==> src/rtl/axi4_slave_wdata_ctrl.sv <==
// ---------------------------------------------------------------------------
// axi4_slave_wdata_ctrl
//
// AXI4 slave write-data controller. Accepted AW commands (ID, AWLEN) wait in
// a small command FIFO. The FSM pops one command at a time and accepts
// AWLEN+1 W beats for it. Each beat passes through a one-entry output
// register towards the memory write port. WLAST is checked against the
// expected beat count. The first beat that disagrees sets a sticky error,
// and from that beat on every beat of the burst is forwarded with zero
// strobes. The burst always ends on the expected-last beat. After the last
// beat has drained to memory, an in-order response request (ID + error) is
// raised for the B-channel logic.
//
// Ports
//   clk, rst        clock, synchronous active-high reset
//   awvalid/awready AW command handshake; awid, awlen = burst ID, beats-1
//   wvalid/wready   W beat handshake; wdata, wstrb, wlast
//   mem_wvalid/     memory write beat handshake; mem_wdata, mem_wstrb
//   mem_wready      (masked), mem_beat (0-based index), mem_id
//   resp_valid/     burst response request; resp_id, resp_err (SLVERR)
//   resp_ready
//   busy            FSM active, commands queued, or a beat still held
// ---------------------------------------------------------------------------
module axi4_slave_wdata_ctrl #(
  parameter int DATA_WIDTH = 32,
  parameter int ID_WIDTH   = 4,
  parameter int LEN_WIDTH  = 8,
  parameter int CMD_DEPTH  = 4
) (
  input  logic                    clk,
  input  logic                    rst,
  input  logic                    awvalid,
  output logic                    awready,
  input  logic [ID_WIDTH-1:0]     awid,
  input  logic [LEN_WIDTH-1:0]    awlen,
  input  logic                    wvalid,
  output logic                    wready,
  input  logic [DATA_WIDTH-1:0]   wdata,
  input  logic [DATA_WIDTH/8-1:0] wstrb,
  input  logic                    wlast,
  output logic                    mem_wvalid,
  input  logic                    mem_wready,
  output logic [DATA_WIDTH-1:0]   mem_wdata,
  output logic [DATA_WIDTH/8-1:0] mem_wstrb,
  output logic [LEN_WIDTH-1:0]    mem_beat,
  output logic [ID_WIDTH-1:0]     mem_id,
  output logic                    resp_valid,
  input  logic                    resp_ready,
  output logic [ID_WIDTH-1:0]     resp_id,
  output logic                    resp_err,
  output logic                    busy
);

  localparam int STRB_W = DATA_WIDTH / 8;
  localparam int PTR_W  = (CMD_DEPTH > 1) ? $clog2(CMD_DEPTH) : 1;
  localparam int CNT_W  = PTR_W + 1;

  typedef enum logic [1:0] {
    S_IDLE = 2'd0,
    S_DATA = 2'd1,
    S_RESP = 2'd2
  } state_t;

  typedef struct packed {
    logic [ID_WIDTH-1:0]  id;
    logic [LEN_WIDTH-1:0] len;
  } cmd_t;

  // A beat is malformed when the master's WLAST disagrees with our own
  // notion of which beat is last.
  function automatic logic beat_bad(input logic last_in, input logic last_exp);
    return last_in != last_exp;
  endfunction

  // Strobes are suppressed once the burst is known to be malformed.
  function automatic logic [STRB_W-1:0] mask_strb(input logic [STRB_W-1:0] s,
                                                  input logic              drop);
    return drop ? '0 : s;
  endfunction

  state_t               state, state_nxt;

  cmd_t                 cmd_mem [CMD_DEPTH];
  cmd_t                 cmd_head;
  logic [PTR_W-1:0]     wr_ptr, rd_ptr;
  logic [CNT_W-1:0]     fifo_cnt;
  logic                 fifo_full, fifo_empty;
  logic                 push, pop;

  logic [ID_WIDTH-1:0]  cur_id;
  logic [LEN_WIDTH-1:0] cur_len;
  logic [LEN_WIDTH-1:0] beat_cnt;
  logic                 err;

  logic                 beat_acc;
  logic                 beat_is_last;
  logic                 bad_p0;
  logic [STRB_W-1:0]    strb_p0;

  logic                 vld_p1;
  logic [DATA_WIDTH-1:0] data_p1;
  logic [STRB_W-1:0]    strb_p1;
  logic [LEN_WIDTH-1:0] beat_p1;
  logic [ID_WIDTH-1:0]  id_p1;

  // -------------------------------------------------------------------------
  // Command FIFO
  // -------------------------------------------------------------------------
  assign fifo_full  = (fifo_cnt == CNT_W'(CMD_DEPTH));
  assign fifo_empty = (fifo_cnt == '0);
  assign awready    = !rst && !fifo_full;
  assign push       = awvalid && awready;
  assign cmd_head   = cmd_mem[rd_ptr];

  always_ff @(posedge clk) begin
    if (rst) begin
      wr_ptr   <= '0;
      rd_ptr   <= '0;
      fifo_cnt <= '0;
    end else begin
      if (push) wr_ptr <= wr_ptr + PTR_W'(1);
      if (pop)  rd_ptr <= rd_ptr + PTR_W'(1);
      unique case ({push, pop})
        2'b10:   fifo_cnt <= fifo_cnt + CNT_W'(1);
        2'b01:   fifo_cnt <= fifo_cnt - CNT_W'(1);
        default: fifo_cnt <= fifo_cnt;
      endcase
    end
  end

  always_ff @(posedge clk) begin
    if (push) cmd_mem[wr_ptr] <= '{id: awid, len: awlen};
  end

  // -------------------------------------------------------------------------
  // FSM: state register / next state / outputs
  // -------------------------------------------------------------------------
  always_ff @(posedge clk) begin
    if (rst) state <= S_IDLE;
    else     state <= state_nxt;
  end

  always_comb begin
    state_nxt = state;
    unique case (state)
      S_IDLE:  if (!fifo_empty)              state_nxt = S_DATA;
      S_DATA:  if (beat_acc && beat_is_last) state_nxt = S_RESP;
      S_RESP:  if (resp_valid && resp_ready) state_nxt = S_IDLE;
      default:                               state_nxt = S_IDLE;
    endcase
  end

  // wready only looks at the output register, so a stalled memory port
  // back-pressures W directly while a draining register refills in the
  // same cycle.
  always_comb begin
    pop        = 1'b0;
    wready     = 1'b0;
    resp_valid = 1'b0;
    unique case (state)
      S_IDLE:  pop        = !fifo_empty;
      S_DATA:  wready     = !vld_p1 || mem_wready;
      S_RESP:  resp_valid = !vld_p1;
      default: ;
    endcase
  end

  assign busy     = (state != S_IDLE) || !fifo_empty || vld_p1;
  assign resp_id  = cur_id;
  assign resp_err = err;

  // -------------------------------------------------------------------------
  // Stage p0: beat checking in front of the output register
  // -------------------------------------------------------------------------
  assign beat_acc     = wvalid && wready;
  assign beat_is_last = (beat_cnt == cur_len);
  assign bad_p0       = beat_bad(wlast, beat_is_last);
  assign strb_p0      = mask_strb(wstrb, err || bad_p0);

  // Burst context. beat_cnt steps past cur_len on the final beat, but the
  // FSM has left DATA by then so that value is never used.
  always_ff @(posedge clk) begin
    if (rst) begin
      cur_id   <= '0;
      cur_len  <= '0;
      beat_cnt <= '0;
      err      <= 1'b0;
    end else if (pop) begin
      cur_id   <= cmd_head.id;
      cur_len  <= cmd_head.len;
      beat_cnt <= '0;
      err      <= 1'b0;
    end else if (beat_acc) begin
      beat_cnt <= beat_cnt + LEN_WIDTH'(1);
      err      <= err || bad_p0;
    end
  end

  // -------------------------------------------------------------------------
  // Stage p1: memory output register
  // -------------------------------------------------------------------------
  always_ff @(posedge clk) begin
    if (rst) begin
      vld_p1  <= 1'b0;
      data_p1 <= '0;
      strb_p1 <= '0;
      beat_p1 <= '0;
      id_p1   <= '0;
    end else if (beat_acc) begin
      vld_p1  <= 1'b1;
      data_p1 <= wdata;
      strb_p1 <= strb_p0;
      beat_p1 <= beat_cnt;
      id_p1   <= cur_id;
    end else if (mem_wready) begin
      vld_p1  <= 1'b0;
    end
  end

  assign mem_wvalid = vld_p1;
  assign mem_wdata  = data_p1;
  assign mem_wstrb  = strb_p1;
  assign mem_beat   = beat_p1;
  assign mem_id     = id_p1;

endmodule

==> config.mk <==
export PLATFORM = sky130hd
export DESIGN_NAME = axi4_slave_wdata_ctrl
export DESIGN_NICKNAME = d
export VERILOG_FILES = /design/src/rtl/axi4_slave_wdata_ctrl.sv
export SDC_FILE = /design/constraint.sdc
export NUM_CORES = 1
export LEC_CHECK = 0
export CAP_MARGIN = 20
export CORE_MARGIN = 1.5
export CORE_UTILIZATION = 54
export DETAILED_ROUTE_END_ITERATION = 8
export PLACE_DENSITY = 0.85
export SYNTH_ARGS = -nofsm -noshare
export SYNTH_HDL_FRONTEND = slang
export SYNTH_SLANG_ARGS = --single-unit
==> constraint.sdc <==
create_clock -name clk -period 6.8 [get_ports clk]
set_input_delay 1.02 -clock clk [delete_from_list [all_inputs] [get_ports clk]]
set_output_delay 1.02 -clock clk [all_outputs]
set_load 0.01 [all_outputs]
==> results.sh <==
export IMPL_syn_inst=447
export IMPL_cp_top_family="buffers and inverters"
export IMPL_synthArstFlopShare_pct=0
export IMPL_cp_slowest_stage_delay_ps=650
export IMPL_tightest_slew_ps=1040
export IMPL_critPathMaxFanout=77
export IMPL_start_util_pct=56.3
export IMPL_critPathBufInv=3
export IMPL_root_buffer="clkbuf_8"
export IMPL_critPathKind="input port to primary output"
export IMPL_die_x_um=98.9
export IMPL_wirelength_um=10600
export IMPL_gp_congestion=0.784
export IMPL_yosysTopAreaCellShare_pct=31.9
export IMPL_cap_violations=0
export IMPL_hold_violations=0
export IMPL_synth_edf_count=48
export IMPL_cts_buffers=17
export IMPL_cp_arrival_ps=2630
export IMPL_netlist_cell_type_count=44
export IMPL_postCtsHoldBufs=0
export IMPL_finalCriticalPeriod_ps=3650
export IMPL_n_antenna_cell=0
export IMPL_fillers=568
export IMPL_ios=113
export IMPL_fmax_mhz=274
export IMPL_grt_pass1_vias=3555
export IMPL_antenna_found_initial=0
export IMPL_end_kind="primary output"
export IMPL_die_y_um=98.9
export IMPL_clock_sinks=127
export IMPL_cts_htree_levels=4
export IMPL_fin_crit_sh_pct=53.7
export IMPL_drt_iter0_drc=197
export IMPL_setup_viol=0
export IMPL_path_cells="buf_2 -> buf_4 -> a31oi_1 -> clkdlybuf4s50_1"
export IMPL_fin_nets=614
export IMPL_p_per_area_nw_per_um2=375
export IMPL_ys_seq_area_share_pct=60.9
export IMPL_yosysWarnings=0
export IMPL_grt_pass1_wl_um=17000
export IMPL_drcViolationCount=13
export IMPL_grt_max_degree=78
export IMPL_outcome="finished with violations"
export IMPL_area_growth_pct=33.8
export IMPL_drtPass1Iterations=8
export IMPL_finClkSkew_ps=7.81
export IMPL_core_area_sq_um=8810
export IMPL_peakVddDrop_uv=264
export IMPL_critPathLaunchType="input port"
export IMPL_vias_per_cell=5.37
export IMPL_vias=3612
export IMPL_clock_latency_ps=520
export IMPL_rsz0062_at_grt="no"
export IMPL_cts_tree="built"
export IMPL_portBuffers=112
export IMPL_synth_seq_cells=127
export IMPL_whs_ps=453
export IMPL_final_max_slew_violation_count=0
export IMPL_grt_usage_pct=22.4
export IMPL_dieArea_sq_um=9770
export IMPL_violations="DRC"
export IMPL_synth_ff_type="dfxtp_1"
export IMPL_syn_avg_cell_area_sq_um=11.1
export IMPL_cts_resized=0
export IMPL_post_cts_repair_setup_buffers=0
export IMPL_dp_hpwl_um=6790
export IMPL_syn_area_sq_um=4960
export IMPL_fin_tns_setup_ps=0
export IMPL_yosys_cell_count_top_type="nand2_1"
export IMPL_rows=34
export IMPL_gr_total_overflow=0
export IMPL_min_path_type="register to register"
export IMPL_yosys_top_cells_count="nand2_1, dfxtp_1, a21oi_1"
export IMPL_post_drt_wl_per_cell_um=15.8
export IMPL_drtAntennaViolNets=0
export IMPL_synthesis_nets=509
export IMPL_leakagePower_nw=2.23
export IMPL_synth_area_leaders="dfxtp_1, edfxtp_1, nand2_1"
export IMPL_clk_path_buf_depth=2
export IMPL_cp_data_required_time_ps=5780
export IMPL_crit_slowest_cell="clkdlybuf4s50_1"
export IMPL_slew_headroom_pct=30.9
export IMPL_synth_area_leader_cell="dfxtp_1"
export IMPL_clkTransAtPathRegs_ps=60
export IMPL_drive_gt1_share_pct=11.7
==> worst register-to-register path, stage by stage (launching register included) <==
cell and delay (ps):
dfxtp_1 430, nor3_2 60, or3_1 570, clkinv_8 190, ha_1 210, inv_1 80, fa_1 390, xor2_1 200
or3_1 330, a21oi_1 160
==> worst paths after layout <==
check	startpoint	endpoint	slack, ps	cells after the start
setup / recovery	rst	awready	3150	4
hold / removal	mem_beat[4]$_SDFFE_PP0N_	mem_beat[4]$_SDFFE_PP0N_	450	2
hold reg to reg	mem_beat[4]$_SDFFE_PP0N_	mem_beat[4]$_SDFFE_PP0N_	450	2
setup reg to reg	fifo_cnt[2]$_SDFFE_PP0P_	fifo_cnt[2]$_SDFFE_PP0P_	4100	9
==> metal layers <==
layer | vias up | GRT usage (%) | wire length (um)
met2 | 116 | 37.5 | 5320
met1 | 1722 | 27.0 | 4450
li1 | 1750 | - | -
met5 | - | 0 | 0
met3 | 24 | 6.52 | 613
met4 | 0 | 9.56 | 244
==> registers in the layout, summed over array words and instances (netlist names) <==
signal,cells
cmd_mem,48
mem_wdata,32
beat_cnt,8
cur_len,8
mem_beat,8
mem_id,4
mem_wstrb,4
resp_id,4
fifo_cnt,3
rd_ptr,2
state,2
wr_ptr,2
mem_wvalid,1
resp_err,1
==> cell usage in the layout (no fill, tap or decap), types with 3 or more instances in the layout <==
cell type          n
xor2_1             7
clkdlybuf4s50_1  111
nand4_1            4
clkinv_4           4
edfxtp_1          48
clkbuf_16         16
nand2_1          120
and3_2             4
inv_6              3
clkinvlp_4         4
xnor2_1           14
nor3_1             3
inv_1              6
a21oi_2            6
mux4_2            12
dfxtp_1           79
nand3b_1           8
a21oi_1           55
ha_1               6
o21ai_1            4
nor2_1            16
==> cell families after synthesis <==
family,synth area share (%)
AO/OA/AOI/OAI,7.94
XOR/XNOR,3.71
adder cells (fa/ha/maj),1.92
buffers and inverters,4.09
flip-flops,60.9
multiplexers,5.65
AND/OR/NAND/NOR,15.8
==> power by group <==
part           switching (mW)  total (mW)  internal (mW)
clock network           0.334       0.858          0.524
registers              0.0936       0.976          0.883
logic                   0.348       0.657          0.309
==> metrics by stage <==
stage               setup slack, ps  total power, mW  area (sq um)  utilization [%]  instances
global placement               3290             1.62          6060             68.9        641
CTS                            3180             2.51          6640             75.4        673
finish                         3150             2.49          6640             75.4        673
global route                   3060             2.62          6640             75.4        673
detailed placement             3170             1.64          6060             68.9        641
floorplan                      4140             1.47          4960                -        447
==> layout make-up <==
| cell class | instances | area (sq um) | share of cell area, % |
|---|---|---|---|
| timing repair buffer | 114 | 1130 | 17.0 |
| sequential | 127 | 3020 | 45.5 |
| clock buffer | 17 | 414 | 6.24 |
| tap | 108 | 135 | 2.04 |
| clock inverter | 15 | 161 | 2.43 |
| multi-input combinational | 285 | 1740 | 26.2 |
| inverter | 7 | 38.8 | 0.584 |
Note: power is estimated with default switching activity, not from simulation.
